--- config.mk ---
export PLATFORM = sky130hd
export DESIGN_NAME = dda_stepgen
export DESIGN_NICKNAME = d
export VERILOG_FILES = /design/src/rtl/dda_stepgen.sv
export SDC_FILE = /design/constraint.sdc
export NUM_CORES = 1
export LEC_CHECK = 0
export CAP_MARGIN = 15
export CORE_UTILIZATION = 59
export DETAILED_ROUTE_END_ITERATION = 10
export MAX_ROUTING_LAYER = met4
export PLACE_DENSITY = 0.79
export SYNTH_ARGS = -nofsm -noshare
export SYNTH_HDL_FRONTEND = slang
export SYNTH_SLANG_ARGS = --single-unit
--- constraint.sdc ---
create_clock -name clk -period 3.6 [get_ports clk]
set_input_delay 0.72 -clock clk [delete_from_list [all_inputs] [get_ports clk]]
set_output_delay 0.72 -clock clk [all_outputs]
set_load 0.005 [all_outputs]
--- src/rtl/dda_stepgen.sv ---
// dda_stepgen: multi-channel DDA step/direction generator with a double-buffered
// command per control period, magnitude clamping and a period-done handshake.
module dda_stepgen #(
    parameter int CH   = 4,
    parameter int NW   = 8,
    parameter int NMAX = 50,
    parameter int DIV  = 200
) (
    input  logic                   clk,
    input  logic                   rst_n,
    input  logic                   wr,
    input  logic [CH*(NW+1)-1:0]   n_in,
    output logic [CH-1:0]          pulse,
    output logic [CH-1:0]          dir,
    output logic                   busy,
    output logic                   ready,
    output logic                   period_done,
    output logic                   clamp
);
    localparam int AW = $clog2(2 * NMAX);
    localparam int SW = (NMAX > 1) ? $clog2(NMAX) : 1;
    localparam int DW = (DIV > 1) ? $clog2(DIV) : 1;
    localparam logic [AW-1:0] NM    = AW'(NMAX);
    localparam logic [AW-1:0] ACC0  = AW'(NMAX - 1);
    localparam logic [SW-1:0] SLAST = SW'(NMAX - 1);
    localparam logic [DW-1:0] DLAST = DW'(DIV - 1);

    logic [AW-1:0] mag    [CH];
    logic [AW-1:0] acc    [CH];
    logic [AW-1:0] sh_mag [CH];
    logic [AW-1:0] cm     [CH];
    logic [AW-1:0] sum    [CH];
    logic [CH-1:0] sh_dir, cd, hit;
    logic          sh_full, half, any_clamp, div_end, pe, load;
    logic [SW-1:0] slot;
    logic [DW-1:0] div;

    // Clamp incoming magnitudes and precompute each accumulator's slot update.
    always_comb begin
        any_clamp = 1'b0;
        for (int c = 0; c < CH; c++) begin
            cd[c]     = n_in[c*(NW+1)+NW];
            cm[c]     = (32'(n_in[c*(NW+1) +: NW]) > 32'(NMAX)) ? NM : AW'(n_in[c*(NW+1) +: NW]);
            any_clamp = any_clamp | (32'(n_in[c*(NW+1) +: NW]) > 32'(NMAX));
            sum[c]    = acc[c] + mag[c];
            hit[c]    = sum[c] >= NM;
        end
    end

    assign div_end = busy && div == DLAST;
    assign pe      = div_end && half && slot == SLAST;
    // A write landing on the period-end edge wins over a pending shadow.
    assign load    = (wr && (!busy || pe)) || (pe && sh_full);
    assign ready   = !sh_full;

    always_ff @(posedge clk or negedge rst_n) begin
        if (!rst_n) begin
            pulse       <= '0;
            dir         <= '0;
            busy        <= 1'b0;
            sh_full     <= 1'b0;
            sh_dir      <= '0;
            half        <= 1'b0;
            slot        <= '0;
            div         <= '0;
            period_done <= 1'b0;
            clamp       <= 1'b0;
            for (int c = 0; c < CH; c++) begin
                mag[c]    <= '0;
                acc[c]    <= '0;
                sh_mag[c] <= '0;
            end
        end else begin
            period_done <= pe;
            clamp       <= wr && any_clamp;
            if (wr && busy && !pe) begin
                sh_full <= 1'b1;
                sh_dir  <= cd;
                for (int c = 0; c < CH; c++) sh_mag[c] <= cm[c];
            end
            if (load) begin
                busy    <= 1'b1;
                sh_full <= 1'b0;
                dir     <= wr ? cd : sh_dir;
                half    <= 1'b0;
                slot    <= '0;
                div     <= '0;
                pulse   <= '0;
                for (int c = 0; c < CH; c++) begin
                    mag[c] <= wr ? cm[c] : sh_mag[c];
                    acc[c] <= ACC0;
                end
            end else if (pe) begin
                busy  <= 1'b0;
                half  <= 1'b0;
                slot  <= '0;
                div   <= '0;
                pulse <= '0;
            end else if (busy) begin
                div <= div_end ? '0 : div + 1'b1;
                if (div_end) begin
                    half <= !half;
                    if (half) begin
                        pulse <= '0;
                        slot  <= slot + 1'b1;
                    end else begin
                        pulse <= hit;
                        for (int c = 0; c < CH; c++) acc[c] <= hit[c] ? sum[c] - NM : sum[c];
                    end
                end
            end
        end
    end
endmodule

# == Word-level counts from Yosys, hierarchy flattened ==
# Cells that the tools add are included.
# Widths: inputs -> output; s select.
# totals
register_bits,115
out_inout_bits,12
# op_classes
n_lt_le_gt_ge,8
n_mux,40
bitwise,3
n_reduce_logical,24
addsub,10
n_eq_ne,4
# ops
operator,n
$mux 28,5
$mux 7,12
$gt 8x6->1 const B,4
$mux 8,4
$mux 6,5
$add 7x7->7,4
$ge 7x6->1 const B,4
$sub 7x6->7 const B,4
$mux 4,6
$reduce_bool 3->1,3
$add 8x1->8 const B,1
$eq 8x8->1 const B,1
$logic_and 1x1->1,8
$mux 1,8
$reduce_bool 2->1,4
$add 6x1->6 const B,1
$eq 6x6->1 const B,1
$logic_not 1->1,4
$ne 2x1->1 const B,2
$reduce_and 4->1,1
$or 1x1->1,3
$reduce_and 3->1,1
$logic_or 1x1->1,2
$reduce_and 2->1,1

# == Depth between registers and ports, before layout ==
# Gate-level depths: netlist of run 1.
# logic_depth
word_depth,9
ltp_mapped,10
ltp_nobuf,10

# == Least setup slack after synthesis of run 1 ==
# OpenSTA, ideal clock, no wires.
# synth_timing
kind,flip-flop to flip-flop
startpoint,reg mag[0] (netlist bit)
endpoint,reg acc[4] (netlist bit)
n_path_buf,0
required_time_ns,3.518
arrival_time_ns,2.442
path_stages_with_launch,10
slack_ns,1.076
path_cell_list,dfrtp_1 > ha_1 > fa_1 > a21o_1 > a21oi_2 > xnor2_1 > o221ai_1 > a211oi_4 > or3_1 > a31oi_1
# synth_via
elab_chain_cells,8
elab_cells_between_ends,9
cone_classes,2 x add/sub; 1 x order compare; 6 x mux
# synth_rtl
element,line,rtl
"start, declared",28,logic [AW-1:0] mag [CH];
"start signal, assigned by index",90,mag[c] <= wr ? cm[c] : sh_mag[c];
$add 7x7->7 (*),45,sum[c] = acc[c] + mag[c];
$sub 7x6->7 or $ge 7x6->1 (tied branches),"108, 46",
$mux 7 (*),108,for (int c = 0; c < CH; c++) acc[c] <= hit[c] ? sum[c] - NM : sum[c];
$mux 28 (*),103,if (half) begin
$mux 28 (*),101,if (div_end) begin
$mux 28 (*),99,end else if (busy) begin
$mux 28 (*),93,end else if (pe) begin
$mux 28 (*),81,if (load) begin
"end signal, assigned by index",70,acc[c] <= '0;
"end signal, assigned by index",91,acc[c] <= ACC0;
"end, declared",29,logic [AW-1:0] acc [CH];
# Every way passes the cells marked *; elsewhere a longest branch is shown, timed or not. The select of a mux whose other input is x is not followed.
# A chain may end at the register's enable or synchronous reset.

# == Final worst setup path of run 1 ==
# layout_timing
startpoint,reg mag[14] (netlist bit)
endpoint,reg acc[19] (netlist bit)
# Same word-level chain as after synthesis.

==> results of run 1 <==
==> placed cells by master, fill, tap and decap left out, types with 12 or more instances in the layout <==
cell / n
sky130_fd_sc_hd__a21oi_1: 38
sky130_fd_sc_hd__clkbuf_16: 17
sky130_fd_sc_hd__clkdlybuf4s50_1: 49
sky130_fd_sc_hd__dfrtp_1: 115
sky130_fd_sc_hd__ha_1: 31
sky130_fd_sc_hd__inv_1: 20
sky130_fd_sc_hd__mux2i_1: 12
sky130_fd_sc_hd__nand2_1: 123
sky130_fd_sc_hd__nand3_1: 14
sky130_fd_sc_hd__nor2_1: 48
sky130_fd_sc_hd__nor3_1: 17
sky130_fd_sc_hd__o21ai_0: 89
sky130_fd_sc_hd__xnor2_1: 18
sky130_fd_sc_hd__xor2_1: 12
==> cell type report <==
cell class / instances / area, um^2 / share of cell area [%]
clock inverter: 11 / 184 / 2.28
multi-input combinational: 573 / 3710 / 45.9
clock buffer: 19 / 453 / 5.60
sequential: 115 / 2880 / 35.6
timing repair buffer: 61 / 606 / 7.49
inverter: 20 / 75.1 / 0.929
tap: 140 / 175 / 2.17
==> cells by family (layout without fill, tap and decap cells) <==
| logic type | after synthesis | after routing | synth area share, % |
|---|---|---|---|
| simple gates | 270 | 270 | 19.3 |
| flops | 115 | 115 | 42.4 |
| mux | 16 | 16 | 2.43 |
| xor+xnor | 31 | 31 | 4.11 |
| buf+inv | 51 | 111 | 3.04 |
| compound gates | 221 | 221 | 21.8 |
| fa+ha+maj | 35 | 35 | 6.90 |
==> layer usage <==
layer | track usage (%) | vias to the layer above | wire length [um]
met5 | - | - | 0
met4 | 10.4 | 0 | 265
met3 | 6.16 | 27 | 753
met2 | 47.2 | 145 | 7650
met1 | 37.6 | 2771 | 7070
li1 | - | 2761 | -
==> report_power, final <==
group          switching (mW)  internal, mW  leakage [nW]  total, mW
Clock                   0.569          1.25         0.318       1.82
Sequential              0.111          1.41          1.44       1.52
Combinational           0.470         0.389          1.75      0.860
Total                    1.15          3.05          3.50       4.20
==> worst paths after layout <==
kind	end	slack [ns]	depth (start not counted)
worst max-delay path	acc[19]	0.73	10
worst min-delay path	div[3]	0.33	1
min in group clk	sh_mag[18]	0.47	2
worst min register to register	sh_mag[18]	0.47	2
max in group asynchronous	acc[15]	2.51	2
worst max register to register	acc[19]	0.73	10
==> state kept, by name (all words and copies together) (netlist names), 4 cells and up <==
signal	count
sh_mag	28
pulse	4
mag	28
slot	6
sh_dir	4
div	8
dir	4
acc	28
==> stage by stage <==
stage	setup slack, ns	hold slack, ns	instances	power [mW]
final	0.735	0.327	939	4.20
after global routing	0.541	0.397	939	4.38
after CTS	0.707	0.353	939	4.22
after detailed placement	0.606	0.465	909	2.39
after global placement	0.660	0.456	909	2.35
after floorplan	1.08	0.424	739	2.13
==> worst max-delay path, cell delays in order, from the launching register on <==
cell and delay [ns]:
sky130_fd_sc_hd__dfrtp_1 0.35, sky130_fd_sc_hd__ha_1 0.18, sky130_fd_sc_hd__inv_1 0.06, sky130_fd_sc_hd__fa_1 0.41, sky130_fd_sc_hd__nand2b_1 0.21, sky130_fd_sc_hd__a21o_1 0.21, sky130_fd_sc_hd__xnor2_1 0.34, sky130_fd_sc_hd__a211oi_1 0.13
sky130_fd_sc_hd__a211oi_4 0.44, sky130_fd_sc_hd__o21ai_0 0.20, sky130_fd_sc_hd__o22a_1 0.21
==> flow_summary.yaml, run 1 <==
die:
  ios: 51
  initial_core_util_pct: 61.5
  die_y_um: 109
  dieWidth_um: 109
  core_mm2: 0.0110
  floorplan.rows: 38
  dieArea_mm2: 0.0119
layout:
  diodes: 0
  syn_to_final_growth_pct: 19.1
  post_route_cells_drive_above_1_share_pct: 8.64
  fill_cells: 809
  stdcell_area_mm2: 0.00808
  final_core_util_pct: 73.3
  post_layout_nets: 862
grt:
  antenna_found_initial: 0
  gr-usage-all-layers_pct: 29.6
  grt_max_degree: 66
  grt.overflow.total: 0
  grt_pass1_wl_um: 26000
  via_count_of_the_first_global_routing_pass: 5491
synthesis:
  netlist_top_cells_area: "sky130_fd_sc_hd__dfrtp_1 (42%), sky130_fd_sc_hd__nand2_1 (6.8%), sky130_fd_sc_hd__o21ai_0 (6.6%)"
  synthesis.nets: 813
  synth_enable_flop_cells: 0
  synth_commonest_cells: "sky130_fd_sc_hd__nand2_1 (123), sky130_fd_sc_hd__dfrtp_1 (115), sky130_fd_sc_hd__o21ai_0 (89)"
  synth-async-reset-ratio_pct: 100
  synth.distinct_cells: 80
  synthesis.area_mm2: 0.00678
  netlist_instances: 739
  synth-seq-cells: 115
  synth.yosys.seq_area_share_pct: 42.4
  total_number_of_yosys_warnings: 0
  synth.largest_area_cell: "sky130_fd_sc_hd__dfrtp_1"
  postSynthAreaPerCell_um2: 9.18
  synth.top_cell.area_share_pct: 42.4
  synth_most_common_cell: "sky130_fd_sc_hd__nand2_1"
  synth_ff_type: "sky130_fd_sc_hd__dfrtp_1"
setup_path:
  critPathKind: "flip-flop to flip-flop"
  startpoint: "mag[14]"
  cp_data_arrival_time_ns: 3.16
  worst_r2r_startpoint: "mag[14]"
  worst_setup_path_start_kind: "flip-flop"
  crit_path_max_fanout: 7
  worst-endpoint-required_ns: 3.90
  worstSetupEndpointType: "flip-flop"
timing:
  maxSlewViolCount: 0
  actual_transition_at_the_worst_max_transition_pin_ns: 0.723
  setup-violations-final: 0
  max-slew-margin-rel_pct: 51.5
  post-route-min-period_ns: 2.87
  final.setup_skew_ns: 0.00839
  grt_setup_unrepaired: "false"
  timing.final.crit_share_pct: 79.6
  fmax_mhz: 349
  fin_tns_setup_ns: 0
  finalHoldViolations: 0
clock_network:
  cts-buffers-inserted: 17
  tritoncts: "done"
  cts-htree-levels: 4
  clock_latency_ns: 0.42
  cts_root_buf: "sky130_fd_sc_hd__clkbuf_16"
  cts.reportedPaths.clkPinSlew_ns: 0.05
  max-clock-path-buffers: 2
  cts-hold-fix-buffers: 0
  clock_sinks: 115
  post_cts_buffers: 0
  cts-resized-gates: 0
route:
  detail_route.wl_per_cell_um: 16.8
  avgViaCountPerCell: 6.07
  drt-initial-drc-count: 322
  route.detailed.drc: 0
  drt_first_pass_iters: 7
  wirelength_um: 15700
  ant_nets: 0
  vias: 5704
run:
  timing.max_cap.violations: 0
pwr:
  total_leakage_power_nw: 3.50
  peakVddDrop_mv: 0.422
  p_per_area_mw_per_mm2: 520
placement:
  detailed_place.area_mm2: 0.00744
  place.detailed.hpwl_um: 11200
  globalplace.congestion: 0.878
  portBuffers: 50
status:
  run_status: "finished, final reports clean"
worst_hold_path:
  timing.hold.worst.class: "input port to asynchronous set/reset pin"
(Power assumes the default switching activity.)
==> run 2, diff against run 1 <==
--- a/config.mk
+++ b/config.mk
@@ -6,10 +6,10 @@
 export NUM_CORES = 1
 export LEC_CHECK = 0
 export CAP_MARGIN = 15
-export CORE_UTILIZATION = 59
+export CORE_UTILIZATION = 54
 export DETAILED_ROUTE_END_ITERATION = 10
 export MAX_ROUTING_LAYER = met4
-export PLACE_DENSITY = 0.79
+export PLACE_DENSITY = 0.76
 export SYNTH_ARGS = -nofsm -noshare
 export SYNTH_HDL_FRONTEND = slang
 export SYNTH_SLANG_ARGS = --single-unit
==> constraint.sdc (replaced) <==
create_clock -name clk -period 2.4 [get_ports clk]
set_input_delay 0.48 -clock clk [delete_from_list [all_inputs] [get_ports clk]]
set_output_delay 0.48 -clock clk [all_outputs]
set_load 0.005 [all_outputs]
==> run 2 against run 1 <==
Against the previous run: the flow now finishes with violations (negative setup slack); clock-buffer cell count shrank 1; worst setup slack lost 0.94 ns; total power grew 64%; combinational power grew 110%; clock power grew 53%.
==> flow_summary.yaml, run 2 (synthesis gave the netlist of run 1 again) <==
route:
  drt_first_pass_iters: 6
  drt-initial-drc-count: 382
  ant_nets: 0
  avgViaCountPerCell: 5.89
  wirelength_um: 18800
  vias: 6197
  route.detailed.drc: 0
  detail_route.wl_per_cell_um: 17.9
layout:
  diodes: 0
  post_layout_nets: 945
  fill_cells: 796
  largest_registers: "acc x28, mag x28, sh_mag x28"
  syn_to_final_growth_pct: 36.4
  layout.cells.most_common_list: "sky130_fd_sc_hd__nand2_1 (120), sky130_fd_sc_hd__dfrtp_1 (113), sky130_fd_sc_hd__buf_4 (85)"
  final_core_util_pct: 76.4
  post_route_cells_drive_above_1_share_pct: 25.9
  stdcell_area_mm2: 0.00926
  final_common_cell: "sky130_fd_sc_hd__nand2_1"
setup_path:
  crit_path_max_incr_delay_ns: 0.42
  critical_path.cell_chain: "ha_2 -> fa_2 -> a21o_4 -> a21oi_4 -> xnor2_2 -> o221ai_2 -> a211oi_4 -> mux2i_1 -> a22o_1"
  worst_r2r_startpoint: "mag[0]"
  worst_setup_path_start_kind: "flip-flop"
  worst-endpoint-required_ns: 2.75
  worstSetupEndpointType: "flip-flop"
  crit_path_max_fanout: 7
  critical-path-slowest-cell: "sky130_fd_sc_hd__a211oi_4"
  startpoint: "mag[0]"
  critPathKind: "flip-flop to flip-flop"
  cp_data_arrival_time_ns: 2.96
grt:
  grt_max_degree: 51
  grt_use_met2_pct: 49.3
  grt_pass1_wl_um: 29500
  top_usage_layer: "met2"
  globalRouteMet3Util_pct: 4.92
  gr-usage-all-layers_pct: 30.0
  antenna_found_initial: 0
  via_count_of_the_first_global_routing_pass: 6033
  use_met1_pct: 38.0
  grt.overflow.total: 0
timing:
  fmax_mhz: 384
  timing.final.crit_share_pct: 108
  final.hold.worst_slack_ns: 0.411
  max-slew-margin-rel_pct: 63.9
  setup_ws_ns: -0.203
  final.setup_skew_ns: 0.00742
  finalHoldViolations: 0
  grt_setup_unrepaired: "true"
  actual_transition_at_the_worst_max_transition_pin_ns: 0.542
  maxSlewViolCount: 0
  setup-violations-final: 19
  post-route-min-period_ns: 2.60
die:
  dieArea_mm2: 0.0130
  die_y_um: 114
  floorplan.rows: 40
  initial_core_util_pct: 56.0
  ios: 51
  core_mm2: 0.0121
  dieWidth_um: 114
pwr:
  power_switching_mw: 2.01
  peakVddDrop_mv: 0.676
  total_leakage_power_nw: 3.99
  p_per_area_mw_per_mm2: 745
  power.total_mw: 6.90
  clkPwrFrac_pct: 40.4
  cell_internal_pwr_mw: 4.89
  seq_power_share_pct: 33.0
  switching_share_pct: 29.1
  share_comb_of_total_power_pct: 26.7
placement:
  globalplace.congestion: 0.874
  place.detailed.hpwl_um: 12000
  detailed_place.area_mm2: 0.00800
  detailedPlace.worstSlack_ns: -0.260
  portBuffers: 50
clock_network:
  cts-htree-levels: 4
  max-clock-path-buffers: 2
  cts-buffers-inserted: 17
  cts.reportedPaths.clkPinSlew_ns: 0.06
  tritoncts: "done"
  clock_sinks: 115
  clock_latency_ns: 0.42
  cts_root_buf: "sky130_fd_sc_hd__clkbuf_16"
run:
  timing.max_cap.violations: 0
status:
  run_status: "finished, violations left"
  violations: "negative setup slack"
worst_hold_path:
  timing.hold.worst.class: "input port to asynchronous set/reset pin"
## run 2: cell count changes in the layout (fill, tap and decap cells not counted), moves of 6 or more
cell,delta
sky130_fd_sc_hd__o21ai_1,+8
sky130_fd_sc_hd__ha_2,+8
sky130_fd_sc_hd__buf_4,+75
sky130_fd_sc_hd__o21ai_0,-9
sky130_fd_sc_hd__ha_1,-12
sky130_fd_sc_hd__a21oi_1,-7
sky130_fd_sc_hd__buf_6,+6
sky130_fd_sc_hd__xnor2_1,-6
## run 2: layout make-up
type	instances	area, um^2	share of cell area, %
multi-input combinational	573	4180	45.1
sequential	115	2880	31.1
timing repair buffer	144	1270	13.7
clock buffer	18	439	4.74
tap	168	210	2.27
clock inverter	14	209	2.26
inverter	20	75.1	0.811
## run 2: path summary, 6_finish.rpt
path                               to  slack (ns)  cells after the start
max in group asynchronous     mag[15]        1.25                      3
hold reg to reg            sh_mag[25]        0.48                      2
setup / recovery               acc[2]       -0.20                      9
hold / removal                 div[2]        0.41                      2
min in group clk           sh_mag[25]        0.48                      2
setup reg to reg               acc[2]       -0.20                      9
## run 2: what timing repair did
action | CTS | global route
setup buffers | 6 | 16
pin swaps | 19 | 46
hold endpoints to repair | 3 | 0
endpoints found under the setup margin | 25 | 33
cloned | 0 | 0
gates resized for setup | 43 | 58
hold buffers | 1 | 0
## run 2: layer usage
metal,up-vias,part of all wire (%)
met4,0,2.7
met3,48,4.6
met5,-,0
met2,210,50
met1,3009,42
li1,2930,-
## run 2: worst max-delay path, delay by kind of cell (launching register included)
| kind | cells | cell delay, ns |
|---|---|---|
| compound gates | 5 | 1.16 |
| fa+ha+maj | 2 | 0.59 |
| flops | 1 | 0.39 |
| mux | 1 | 0.25 |
| xor+xnor | 1 | 0.16 |
## run 2: power by group through the flow
stage / clock [mW] / combinational [mW] / sequential [mW]
2_1_floorplan: 0 / 0.957 / 2.26
3_3_place_gp: 0 / 1.46 / 2.28
5_1_grt: 2.89 / 1.99 / 2.30
6_report: 2.78 / 1.84 / 2.27
4_1_cts: 2.79 / 1.65 / 2.27
3_5_place_dp: 0 / 1.52 / 2.29
## run 2: through the flow
stage               setup TNS [ns]  cells
finish                       -1.78   1052
global route                 -4.08   1052
CTS                         -0.638   1038
detailed placement           -2.92   1000
global placement            -0.975   1000
floorplan                  -0.0142    739
==> run 3, diff against run 2 <==
--- a/config.mk
+++ b/config.mk
@@ -6,10 +6,11 @@
 export NUM_CORES = 1
 export LEC_CHECK = 0
 export CAP_MARGIN = 15
-export CORE_UTILIZATION = 54
+export CORE_UTILIZATION = 45
+export CTS_CLUSTER_DIAMETER = 150
 export DETAILED_ROUTE_END_ITERATION = 10
 export MAX_ROUTING_LAYER = met4
-export PLACE_DENSITY = 0.76
+export PLACE_DENSITY = 0.65
 export SYNTH_ARGS = -nofsm -noshare
 export SYNTH_HDL_FRONTEND = slang
 export SYNTH_SLANG_ARGS = --single-unit
==> run 3 against run 2 <==
Against the previous run: the run ends with design-rule violations, negative setup slack left; total power down 2.4%; utilization down 14 points; combinational power down 4%; clock skew down 0.00091 ns; largest cell class unchanged; non-clock buffer count up 1; clock-buffer cell count up 4; worst hold slack worse by 0.38 ns; sequential share of layout area up 0.23 points; sequential power about the same; clock power down 3%; critical path type unchanged; final area down 0.81%.
==> flow_summary.yaml, run 3 (synthesis gave the netlist of run 1 again) <==
route:
  detail_route.wl_per_cell_um: 16.5
  wirelength_um: 17700
  drt_first_pass_iters: 7
  drt-initial-drc-count: 331
  route.detailed.drc: 2
  ant_nets: 0
  vias: 5969
  avgViaCountPerCell: 5.58
layout:
  largest_registers: "acc x28, mag x28, sh_mag x28"
  syn_to_final_growth_pct: 35.3
  post_route_cells_drive_above_1_share_pct: 24.3
  diodes: 0
  final_common_cell: "sky130_fd_sc_hd__nand2_1"
  layout.cells.most_common_list: "sky130_fd_sc_hd__nand2_1 (123), sky130_fd_sc_hd__dfrtp_1 (115), sky130_fd_sc_hd__buf_4 (87)"
  post_layout_nets: 946
setup_path:
  crit_path_max_fanout: 5
  worstSetupEndpointType: "flip-flop"
  crit_path_max_incr_delay_ns: 0.38
  critical_path.cell_chain: "ha_2 -> fa_2 -> a21o_1 -> a21oi_2 -> xnor2_2 -> o221ai_2 -> a211oi_4 -> buf_6 -> or3_1 -> a31oi_1"
  worst-endpoint-required_ns: 2.74
  cp_data_arrival_time_ns: 2.90
  worst_setup_path_start_kind: "flip-flop"
  worst_path_dominant_cell_family: "compound AO/OA/AOI/OAI gates"
  critPathKind: "flip-flop to flip-flop"
  crit_buf_inv: 1
  critical-path-slowest-cell: "sky130_fd_sc_hd__dfrtp_1"
timing:
  fmax_mhz: 391
  timing.final.crit_share_pct: 107
  final.hold.worst_slack_ns: 0.0325
  finalHoldViolations: 0
  post-route-min-period_ns: 2.56
  grt_setup_unrepaired: "true"
  actual_transition_at_the_worst_max_transition_pin_ns: 0.555
  max-slew-margin-rel_pct: 63.0
  maxSlewViolCount: 0
  final.setup_skew_ns: 0.00651
  setup-violations-final: 20
  setup_ws_ns: -0.160
clock_network:
  cts-buffers-inserted: 17
  cts_root_buf: "sky130_fd_sc_hd__clkbuf_16"
  clock_latency_ns: 0.42
  max-clock-path-buffers: 2
  tritoncts: "done"
  cts.reportedPaths.clkPinSlew_ns: 0.05
  clock_sinks: 115
  cts-htree-levels: 4
pwr:
  total_leakage_power_nw: 3.98
  p_per_area_mw_per_mm2: 734
  power.total_mw: 6.74
  peakVddDrop_mv: 0.544
status:
  run_status: "finished, violations left"
  violations: "design-rule violations, negative setup slack"
grt:
  via_count_of_the_first_global_routing_pass: 6027
  gr-usage-all-layers_pct: 24.3
  grt_max_degree: 47
  grt_pass1_wl_um: 29300
  grt.overflow.total: 0
  antenna_found_initial: 0
worst_hold_path:
  timing.hold.worst.class: "input port to asynchronous set/reset pin"
placement:
  globalplace.congestion: 0.874
  detailedPlace.worstSlack_ns: -0.181
  portBuffers: 50
  place.detailed.hpwl_um: 12300
die:
  dieArea_mm2: 0.0156
  ios: 51
  initial_core_util_pct: 46.3
  core_mm2: 0.0146
  die_y_um: 125
  dieWidth_um: 125
  floorplan.rows: 44
run:
  timing.max_cap.violations: 0
==> run 3: cell types whose count changed in the layout (fill, tap and decap cells not counted), moves of 3 or more <==
cell                       change
sky130_fd_sc_hd__clkbuf_8      +3
sky130_fd_sc_hd__nand2_1       +3
sky130_fd_sc_hd__nand2_2       -3
sky130_fd_sc_hd__o21ai_1       -3
sky130_fd_sc_hd__xnor2_1       +3
==> run 3: layout make-up <==
type	instances	area [um^2]
clock buffers	22	484
repair buffers	145	1290
inverters	20	75.1
clock inverters	10	153
flip-flops and latches	115	2880
multi-input cells	573	4070
well taps	184	230
fillers	1198	5460
==> run 3: path summary, 6_finish.rpt <==
| kind | from | end | slack, ns | cells after the start |
|---|---|---|---|---|
| worst max-delay path | mag[0] | acc[4] | -0.16 | 10 |
| worst min-delay path | rst_n | div[2] | 0.03 | 1 |
| worst max register to register | mag[0] | acc[4] | -0.16 | 10 |
| worst min register to register | sh_mag[18] | sh_mag[18] | 0.47 | 2 |
| max in group asynchronous | rst_n | mag[3] | 1.77 | 2 |
| min in group clk | sh_mag[18] | sh_mag[18] | 0.47 | 2 |
==> run 3: what timing repair did <==
action | CTS | global route
pin swaps | 32 | 27
endpoints found under the setup margin | 25 | 31
setup buffers | 8 | 9
hold buffers | 0 | 0
resized for setup | 44 | 39
==> run 3: power breakdown <==
part / switching (mW) / internal [mW]
registers: 0.162 / 2.12
clock network: 0.857 / 1.83
logic: 0.874 / 0.887
==> run 3: layer usage <==
layer	GRT usage, %	vias up	routed length (um)
met5	-	-	0
met4	7.55	0	293
li1	-	2930	-
met3	4.90	26	628
met2	37.7	131	8410
met1	32.0	2882	8360
==> run 3: stage by stage <==
stage,cells,area (um^2),setup TNS (ns),util [%]
after floorplan,739,6820,-0.0142,-
after global placement,1021,8090,-1.08,55.2
after detailed placement,1021,8090,-2.78,55.2
after CTS,1060,8950,-0.662,61.1
after global routing,1069,9180,-4.06,62.7
final,1069,9180,-1.53,62.7
